$ cat src/rtl/branch_target_buffer_pkg.sv
// Shared types and constants for the direct-mapped branch target buffer.
// Optional statistics counters are enabled with BTB_STATS_EN.
package branch_target_buffer_pkg;

  localparam int BTB_ENTRIES_DEFAULT = 64;

  typedef enum logic [1:0] {
    CTR_SNT = 2'b00,
    CTR_WNT = 2'b01,
    CTR_WT  = 2'b10,
    CTR_ST  = 2'b11
  } ctr_e;

  localparam ctr_e CTR_ALLOC = CTR_WT;
  localparam ctr_e CTR_RESET = CTR_WNT;

endpackage

$ cat src/rtl/branch_target_buffer_if.sv
// Fetch-lookup and EX-training signals of the branch target buffer.
// The statistics signals exist only when BTB_STATS_EN is defined.
interface branch_target_buffer_if;
  logic [31:0] PC_IF;
  logic [31:0] PC_pred_IF;
  logic        PC_pred_en_IF;
  logic        br_inst_EX;
  logic        br_EX;
  logic [31:0] PC_br_EX;
  logic [31:0] br_target;
  logic        bubbleE;
  logic        flushE;
`ifdef BTB_STATS_EN
  logic        PC_pred_en_EX;
  logic [31:0] br_cnt;
  logic [31:0] mispred_cnt;

  modport master (
    output PC_IF, br_inst_EX, br_EX, PC_br_EX, br_target, bubbleE, flushE, PC_pred_en_EX,
    input  PC_pred_IF, PC_pred_en_IF, br_cnt, mispred_cnt
  );
  modport slave (
    input  PC_IF, br_inst_EX, br_EX, PC_br_EX, br_target, bubbleE, flushE, PC_pred_en_EX,
    output PC_pred_IF, PC_pred_en_IF, br_cnt, mispred_cnt
  );
`else
  modport master (
    output PC_IF, br_inst_EX, br_EX, PC_br_EX, br_target, bubbleE, flushE,
    input  PC_pred_IF, PC_pred_en_IF
  );
  modport slave (
    input  PC_IF, br_inst_EX, br_EX, PC_br_EX, br_target, bubbleE, flushE,
    output PC_pred_IF, PC_pred_en_IF
  );
`endif
endinterface

$ cat src/rtl/branch_target_buffer_bp_sat_ctr2.sv
// Combinational next-state of a 2-bit saturating direction counter.
module bp_sat_ctr2
  import branch_target_buffer_pkg::*;
(
  input  ctr_e ctr_i,
  input  logic taken_i,
  output ctr_e ctr_next_o
);

  always_comb begin
    // NOTE: default first so every path assigns the output and no latch is inferred.
    ctr_next_o = ctr_i;
    unique case (ctr_i)
      CTR_SNT: ctr_next_o = taken_i ? CTR_WNT : CTR_SNT;
      CTR_WNT: ctr_next_o = taken_i ? CTR_WT  : CTR_SNT;
      CTR_WT:  ctr_next_o = taken_i ? CTR_ST  : CTR_WNT;
      CTR_ST:  ctr_next_o = taken_i ? CTR_ST  : CTR_WT;
      default: ctr_next_o = ctr_i;
    endcase
  end

endmodule

$ cat src/rtl/branch_target_buffer.sv
// Direct-mapped BTB with 2-bit direction counters: zero-latency lookup in IF,
// training from resolved conditional branches in EX. Stats under BTB_STATS_EN.
module branch_target_buffer
  import branch_target_buffer_pkg::*;
#(
  parameter int ENTRIES = BTB_ENTRIES_DEFAULT
) (
  input  logic                   clk,
  input  logic                   rst_n,
  branch_target_buffer_if.slave  bus
);

  localparam int IDX_W = $clog2(ENTRIES);
  localparam int TAG_W = 30 - IDX_W;

  logic [ENTRIES-1:0] valid_q;
  ctr_e               ctr_q    [ENTRIES];
  logic [TAG_W-1:0]   tag_q    [ENTRIES];
  logic [31:0]        target_q [ENTRIES];

  logic [IDX_W-1:0] idx_if, idx_ex;
  logic [TAG_W-1:0] tag_if, tag_ex;
  logic             hit_if, hit_ex, upd;
  ctr_e             ctr_d;

  assign idx_if = bus.PC_IF[IDX_W+1:2];
  assign tag_if = bus.PC_IF[31:IDX_W+2];
  assign idx_ex = bus.PC_br_EX[IDX_W+1:2];
  assign tag_ex = bus.PC_br_EX[31:IDX_W+2];

  // Byte offset within the word never participates in indexing or tagging.
  logic unused_byte_offset;
  assign unused_byte_offset = ^{bus.PC_IF[1:0], bus.PC_br_EX[1:0]};

  // Lookup reads the registered arrays only, so a same-cycle update is not bypassed.
  assign hit_if            = valid_q[idx_if] && (tag_q[idx_if] == tag_if);
  assign bus.PC_pred_en_IF = hit_if && ctr_q[idx_if][1];
  assign bus.PC_pred_IF    = bus.PC_pred_en_IF ? target_q[idx_if] : 32'h0;

  assign upd    = bus.br_inst_EX && !bus.bubbleE && !bus.flushE;
  assign hit_ex = valid_q[idx_ex] && (tag_q[idx_ex] == tag_ex);

  bp_sat_ctr2 u_sat_ctr (
    .ctr_i      (ctr_q[idx_ex]),
    .taken_i    (bus.br_EX),
    .ctr_next_o (ctr_d)
  );

  // NOTE: sequential state uses non-blocking assignments so all registers update together.
  always_ff @(posedge clk or negedge rst_n) begin
    if (!rst_n) begin
      valid_q <= '0;
      for (int i = 0; i < ENTRIES; i++) ctr_q[i] <= CTR_RESET;
    end else if (upd) begin
      if (hit_ex) begin
        ctr_q[idx_ex] <= ctr_d;
      end else if (bus.br_EX) begin
        valid_q[idx_ex] <= 1'b1;
        ctr_q[idx_ex]   <= CTR_ALLOC;
      end
    end
  end

  // NOTE: tag/target are qualified by valid_q, so they are left without reset.
  always_ff @(posedge clk) begin
    if (upd && bus.br_EX) begin
      target_q[idx_ex] <= bus.br_target;
      if (!hit_ex) tag_q[idx_ex] <= tag_ex;
    end
  end

`ifdef BTB_STATS_EN
  logic [31:0] br_cnt_q, mispred_cnt_q;

  always_ff @(posedge clk or negedge rst_n) begin
    if (!rst_n) begin
      br_cnt_q      <= '0;
      mispred_cnt_q <= '0;
    end else if (upd) begin
      br_cnt_q <= br_cnt_q + 32'd1;
      if (bus.br_EX != bus.PC_pred_en_EX) mispred_cnt_q <= mispred_cnt_q + 32'd1;
    end
  end

  assign bus.br_cnt      = br_cnt_q;
  assign bus.mispred_cnt = mispred_cnt_q;
`endif

endmodule

$ cat src/flat_wrapper.sv
// flat-port wrapper written by rule: the top's interface ports become plain ports
module branch_target_buffer_flat import branch_target_buffer_pkg::*;
#(
  parameter int ENTRIES = BTB_ENTRIES_DEFAULT
)
  (clk, rst_n, bus_PC_IF, bus_br_inst_EX, bus_br_EX, bus_PC_br_EX, bus_br_target, bus_bubbleE, bus_flushE, bus_PC_pred_IF, bus_PC_pred_en_IF);
  branch_target_buffer_if bus_i ();
  input  logic clk;
  input  logic rst_n;
  input wire logic [$bits(bus_i.PC_IF)-1:0] bus_PC_IF;
  input wire logic [$bits(bus_i.br_inst_EX)-1:0] bus_br_inst_EX;
  input wire logic [$bits(bus_i.br_EX)-1:0] bus_br_EX;
  input wire logic [$bits(bus_i.PC_br_EX)-1:0] bus_PC_br_EX;
  input wire logic [$bits(bus_i.br_target)-1:0] bus_br_target;
  input wire logic [$bits(bus_i.bubbleE)-1:0] bus_bubbleE;
  input wire logic [$bits(bus_i.flushE)-1:0] bus_flushE;
  output wire logic [$bits(bus_i.PC_pred_IF)-1:0] bus_PC_pred_IF;
  output wire logic [$bits(bus_i.PC_pred_en_IF)-1:0] bus_PC_pred_en_IF;
  assign bus_i.PC_IF = bus_PC_IF;
  assign bus_i.br_inst_EX = bus_br_inst_EX;
  assign bus_i.br_EX = bus_br_EX;
  assign bus_i.PC_br_EX = bus_PC_br_EX;
  assign bus_i.br_target = bus_br_target;
  assign bus_i.bubbleE = bus_bubbleE;
  assign bus_i.flushE = bus_flushE;
  assign bus_PC_pred_IF = bus_i.PC_pred_IF;
  assign bus_PC_pred_en_IF = bus_i.PC_pred_en_IF;
  branch_target_buffer #(.ENTRIES(ENTRIES)) u_core (.clk(clk), .rst_n(rst_n), .bus(bus_i));
endmodule
$ cat config.mk
export PLATFORM = sky130hd
export DESIGN_NAME = branch_target_buffer_flat
export DESIGN_NICKNAME = d
export VERILOG_FILES = /design/src/rtl/branch_target_buffer_pkg.sv /design/src/rtl/branch_target_buffer_if.sv /design/src/rtl/branch_target_buffer_bp_sat_ctr2.sv /design/src/rtl/branch_target_buffer.sv /design/src/flat_wrapper.sv
export SDC_FILE = /design/constraint.sdc
export NUM_CORES = 2
export LEC_CHECK = 0
export CELL_PAD_IN_SITES_DETAIL_PLACEMENT = 0
export CELL_PAD_IN_SITES_GLOBAL_PLACEMENT = 1
export CORE_MARGIN = 2
export CORE_UTILIZATION = 50
export CTS_BUF_LIST = sky130_fd_sc_hd__clkbuf_4 sky130_fd_sc_hd__clkbuf_8
export DETAILED_ROUTE_END_ITERATION = 12
export PLACE_DENSITY = 0.7
export REMOVE_ABC_BUFFERS = 1
export SYNTH_ARGS = -nofsm -noshare
export SYNTH_HDL_FRONTEND = slang
export SYNTH_SLANG_ARGS = --single-unit
$ cat constraint.sdc
create_clock -name clk -period 13.5 [get_ports clk]
set_clock_uncertainty 0.1 [all_clocks]
set_input_delay 2.7 -clock clk [delete_from_list [all_inputs] [get_ports clk]]
set_output_delay 2.7 -clock clk [all_outputs]
set_load 0.005 [all_outputs]
Word level (Yosys, flattened, before mapping)

Memory sizes are Yosys's and may differ from the RTL's.
Index checks and enable logic that the tools add are counted.

Add/sub/neg operators: 0
$mul: 0
Divide/modulo/power cells: 0
$lt $le $gt $ge: 6
Equality and inequality tests: 5
Shift operators: 0
Muxes and demuxes: 28
Bitwise gates (word level): 7
Reduce and logical (&&, ||, !) cells: 14

Operators with widths:

| kind                 | count |
|---|---|
| $mux W128            | 2 |
| $bwmux W128          | 1 |
| $or A64 B64 Y64      | 2 |
| $and A64 B64 Y64     | 1 |
| $not A64 Y64         | 1 |
| $eq A24 B24 Y1       | 2 |
| $mux W32             | 1 |
| $bmux W2 S6          | 2 |
| $ge A7 B7 Y1 const B | 2 |
| $lt A6 B7 Y1 const B | 2 |
| $mux W2              | 7 |
| $not A6 Y7           | 2 |
| $bmux W1 S6          | 2 |
| $demux W2 S6         | 1 |
| $mux W1              | 10 |
| $logic_and A1 B1 Y1  | 8 |
| $pmux W2 S4          | 1 |
| $lt A7 B1 Y1 const B | 1 |
| $demux W1 S6         | 1 |
| $ge A6 B1 Y1 const B | 1 |
| $eq A2 B2 Y1 const B | 2 |
| $reduce_and A3 Y1    | 1 |
| $eq A2 B1 Y1 const B | 1 |
| $logic_not A1 Y1     | 2 |
| 4 further kinds      | 4 |

Bits in registers: 192
Bits in latches: 0
Memory bits (writable): 3584
Bits in read-only memories: 0
Input bits: 102
Output and inout port bits: 33
Word-level logic and storage cells: 127
Memories kept: 2

Memories:

| name            | words | bits a word | rd ports | clocked after memory_dff | write ports | line                       | text |
|---|---|---|---|---|---|---|---|
| u_core.target_q | 64    | 32          | 1        | 0                        | 1           | branch_target_buffer.sv:19 | `logic [31:0] target_q [ENTRIES];` |
| u_core.tag_q    | 64    | 24          | 2        | 0                        | 1           | branch_target_buffer.sv:18 | `logic [TAG_W-1:0] tag_q [ENTRIES];` |

Longest topological paths before layout

Depth in word-level cells: 9
Mapped depth: 19
Mapped depth without buffers: 10

Cells and area by module

Synthesis repeated with hierarchy kept, for this count alone.

Cell total of the unflattened synthesis: 8090
Area, all modules: 162530.9 µm²

By module, submodules not included:

| module               | times used | cells each | area an instance (µm²) |
|---|---|---|---|
| branch_target_buffer | 1          | 8087       | 162504.6 |
| bp_sat_ctr2          | 1          | 3          | 26.3 |

Worst setup path after synthesis

OpenSTA, ideal clock, no wires.

Kind: in2out
Start point: in bus_PC_IF[2]
End point: out bus_PC_pred_IF[10]
Data arrival time: 6.161 ns
Required time: 10.700 ns
Path slack: 4.539 ns
Stages on the path: 12
Buffers on the path: 4
Path through: clkbuf_1 clkbuf_1 buf_1 mux4_2 mux4_2 mux4_2 xnor2_1 nand4_1 nor4_1 nand4_1 clkbuf_1 a211oi_1

Word-level cells in the longest chain between the ends: 6
Elaborated cells between the ends (all ways): 12

RTL lines:

| item                                                                    | line                       | text |
|---|---|---|
| start: declaration                                                      | flat_wrapper.sv:10         | `input wire logic [$bits(bus_i.PC_IF)-1:0] bus_PC_IF;` |
| parallel branches: the longest is 5 deep, another holds $mem_v2 Z64 W24 | --                         |  |
| $mux W32 (*)                                                            | branch_target_buffer.sv:38 | `assign bus.PC_pred_IF = bus.PC_pred_en_IF ? target_q[idx_if] : 32'h0;` |
| end: declaration                                                        | flat_wrapper.sv:17         | `output wire logic [$bits(bus_i.PC_pred_IF)-1:0] bus_PC_pred_IF;` |

Mark *: on every way between the ends. The select of a mux whose other input is x is not followed.

Final worst setup path

Start point: in bus_PC_IF[2]
End point: out bus_PC_pred_IF[15]

The elaborated chain is that of the path after synthesis.

==> out/metrics.yaml <==
status: "completed"
criticalPathCategory: "primary input to output port"
yosysSeqAreaShare_pct: 70.1
worstPathCellList: "buf_16, buf_4, mux4_2, mux4_2, mux4_2, xnor2_1, nand4_1, nor4_1, nand4_1, buf_4, a211oi_1, clkdlybuf4s50_1"
avgRoutedWirePerCell_um: 39.9
hold_violations: 0
ios: 135
firstDrtPassIters: 6
grt_overflow_total: 0
hp-class: "flip-flop to flip-flop"
crit_arrival_ns: 9.42
drv_cap: 0
clkTransAtPathRegs_ns: 0.06
fmax_mhz: 81.9
switchingPower_mw: 5.55
cellPowerDensity_nw_per_um2: 135
grt_use_total_pct: 31.9
die-width_um: 571
synth-seq-cells: 3776
grt_max_degree: 139
h-tree-depth: 6
p_leak_nw: 57.2
postCtsHoldBufs: 0
numPortBuffers: 130
cts.sinks: 3776
cts_buffers: 620
final_cell_mix: "edfxtp_1 (3584), mux4_2 (1377), clkbuf_8 (648)"
sw_frac_of_total_pct: 23.0
ant_nets: 0
end_kind: "output port"
postPlaceCellArea_um2: 168000
start_kind: "primary input"
setup_viol: 0
nNetsFinal: 8409
final_area_um2: 180000
final_common_cell: "edfxtp_1"
rows: 208
drc: 0
period_share_pct: 90.5
yosys_most_used_dff: "edfxtp_1"
routabilityCongestion: 0.864
cts_tree: "yes"
root_buffer: "clkbuf_8"
antenna_found_initial: 28
die_h_um: 571
coreArea_um2: 320000
clkPwrFrac_pct: 40.5
initial_core_util_pct: 50.1
finalCriticalPeriod_ns: 12.22
multi_input_area_um2: 46000
syn_avg_cell_area_um2: 20.5
ys_async_sr_fraction_pct: 5.08
synth_edf_count: 3584
fin_cells: 13099
drive_gt1_share_pct: 34.4
slowest_stage: "a211oi_1"
synth_area_um2: 161000
clock_path_buffers: 4
netlist_instances: 7841
crit_fanout: 93
tightest_slew_ns: 1.33
vias: 90918
register_area_um2: 113000
dp_hpwl_um: 275000
routed_wl_um: 522000
syn_to_final_growth_pct: 11.9
ys_types: 73
synth_warnings: 0
die-area_um2: 326000
clkLatencyLatePin_ns: 1.23
vias_per_cell: 6.94
grt_pass1_vias: 90524
fillers: 24025
max_stage_delay_ns: 0.84
combPwrFrac_pct: 6.2
drt_iter0_markers: 14115
rsz0062_at_grt: "false"
p_int_mw: 18.6
worst_path_most_repeated_cell: "mux4_2"
relSlewSlack_pct: 11.4
required_ns: 10.70
dp_cells: 11990
grt_pass1_wl_um: 717000
post-cts-setup-buffer-count: 0
setup_slack_ns: 1.28
peakVddDrop_mv: 0.101
slew_viol_final: 0
postCtsResizedCells: 0
post-place-ws_ns: 1.54
rrSetupSlack_ns: 6.84
seqPwrFrac_pct: 53.3
## worst max-delay path: cells and delay by family
kind | cells | cell delay [ns]
buf+inv | 4 | 1.87
mux | 3 | 1.59
simple gates | 3 | 1.21
compound gates | 1 | 0.84
xor+xnor | 1 | 0.57
## registers in the layout (all words and copies together), names as in the netlist
register and cells:
u_core.ctr_q 128, u_core.tag_q 1536, u_core.target_q 2048, u_core.valid_q 64
## synth_stat cells (all sizes together), types with 9 or more instances
cell type,number,area share [%]
a211oi,30,0.14
a21o,23,0.11
a21oi,68,0.21
a221o,16,0.10
a221oi,85,0.46
a22o,20,0.11
a22oi,105,0.49
a311oi,59,0.32
a31o,51,0.28
a31oi,72,0.28
a41o,23,0.14
and3,22,0.086
buf,317,1.1
clkbuf,279,0.65
dfrtp,128,2.0
dfstp,64,1.0
edfxtp,3584,67
inv,28,0.065
mux2,27,0.19
mux2i,314,2.0
mux4,1377,19
nand2,204,0.48
nand2b,9,0.035
nand3,98,0.31
nand3b,10,0.047
nand4,20,0.078
nor2,206,0.48
nor2b,46,0.18
nor3,36,0.11
nor4,45,0.19
o211ai,17,0.080
o21ai,171,0.53
o21bai,20,0.094
o22ai,105,0.41
o2bb2ai,10,0.055
xnor2,24,0.13
xor2,20,0.11
## stage by stage
stage / hold WS [ns] / power [mW] / setup TNS [ns] / utilization (%)
2_1_floorplan: 0.343 / 13.8 / -1261.26 / -
3_3_place_gp: 0.364 / 14.6 / 0 / 52.3
3_5_place_dp: 0.371 / 14.6 / 0 / 52.3
4_1_cts: 0.379 / 24.3 / 0 / 56.1
5_1_grt: 0.398 / 24.8 / 0 / 56.1
6_report: 0.381 / 24.2 / 0 / 56.1
## layout make-up
type	instances	area share [%]
antenna	6	0.00836
clock buffer	844	5.78
clock inverter	259	0.847
inverter	28	0.0599
multi-input combinational	3441	25.6
sequential	3776	62.6
tap	4305	3.00
timing repair buffer	440	2.03
## final timing paths
| check | start | end | depth (start not counted) |
|---|---|---|---|
| setup / recovery | bus_PC_IF[2] | bus_PC_pred_IF[15] | 12 |
| setup reg to reg | u_core.tag_q[1][20] | u_core.valid_q[47] | 11 |
| min in group asynchronous | rst_n | u_core.ctr_q[49] | 1 |
| hold / removal | u_core.ctr_q[102] | u_core.ctr_q[102] | 2 |
| hold reg to reg | u_core.ctr_q[102] | u_core.ctr_q[102] | 2 |
| max in group asynchronous | rst_n | u_core.valid_q[22] | 3 |
## power by group through the flow
stage | combinational (mW) | sequential, mW | clock, mW
2_1_floorplan | 0.676 | 13.1 | 0
6_report | 1.50 | 12.9 | 9.78
3_5_place_dp | 1.49 | 13.1 | 0
4_1_cts | 1.49 | 12.9 | 9.90
5_1_grt | 1.56 | 12.9 | 10.4
3_3_place_gp | 1.47 | 13.1 | 0
## per-layer routing
metal | wire length [um] | vias to the layer above | global-route usage [%]
li1 | - | 34753 | -
met1 | 192000 | 48644 | 42.2
met2 | 247000 | 6141 | 50.3
met3 | 54100 | 1360 | 7.17
met4 | 29400 | 20 | 15.8
met5 | 129 | - | 0
## cells by family after synthesis
family          share of synthesized area, %
flops                                   70.1
mux                                     21.5
compound gates                          4.15
simple gates                            2.24
buf+inv                                 1.80
xor+xnor                               0.240
fa+ha+maj                             0.0125
Note: power is estimated with default switching activity, not from simulation.
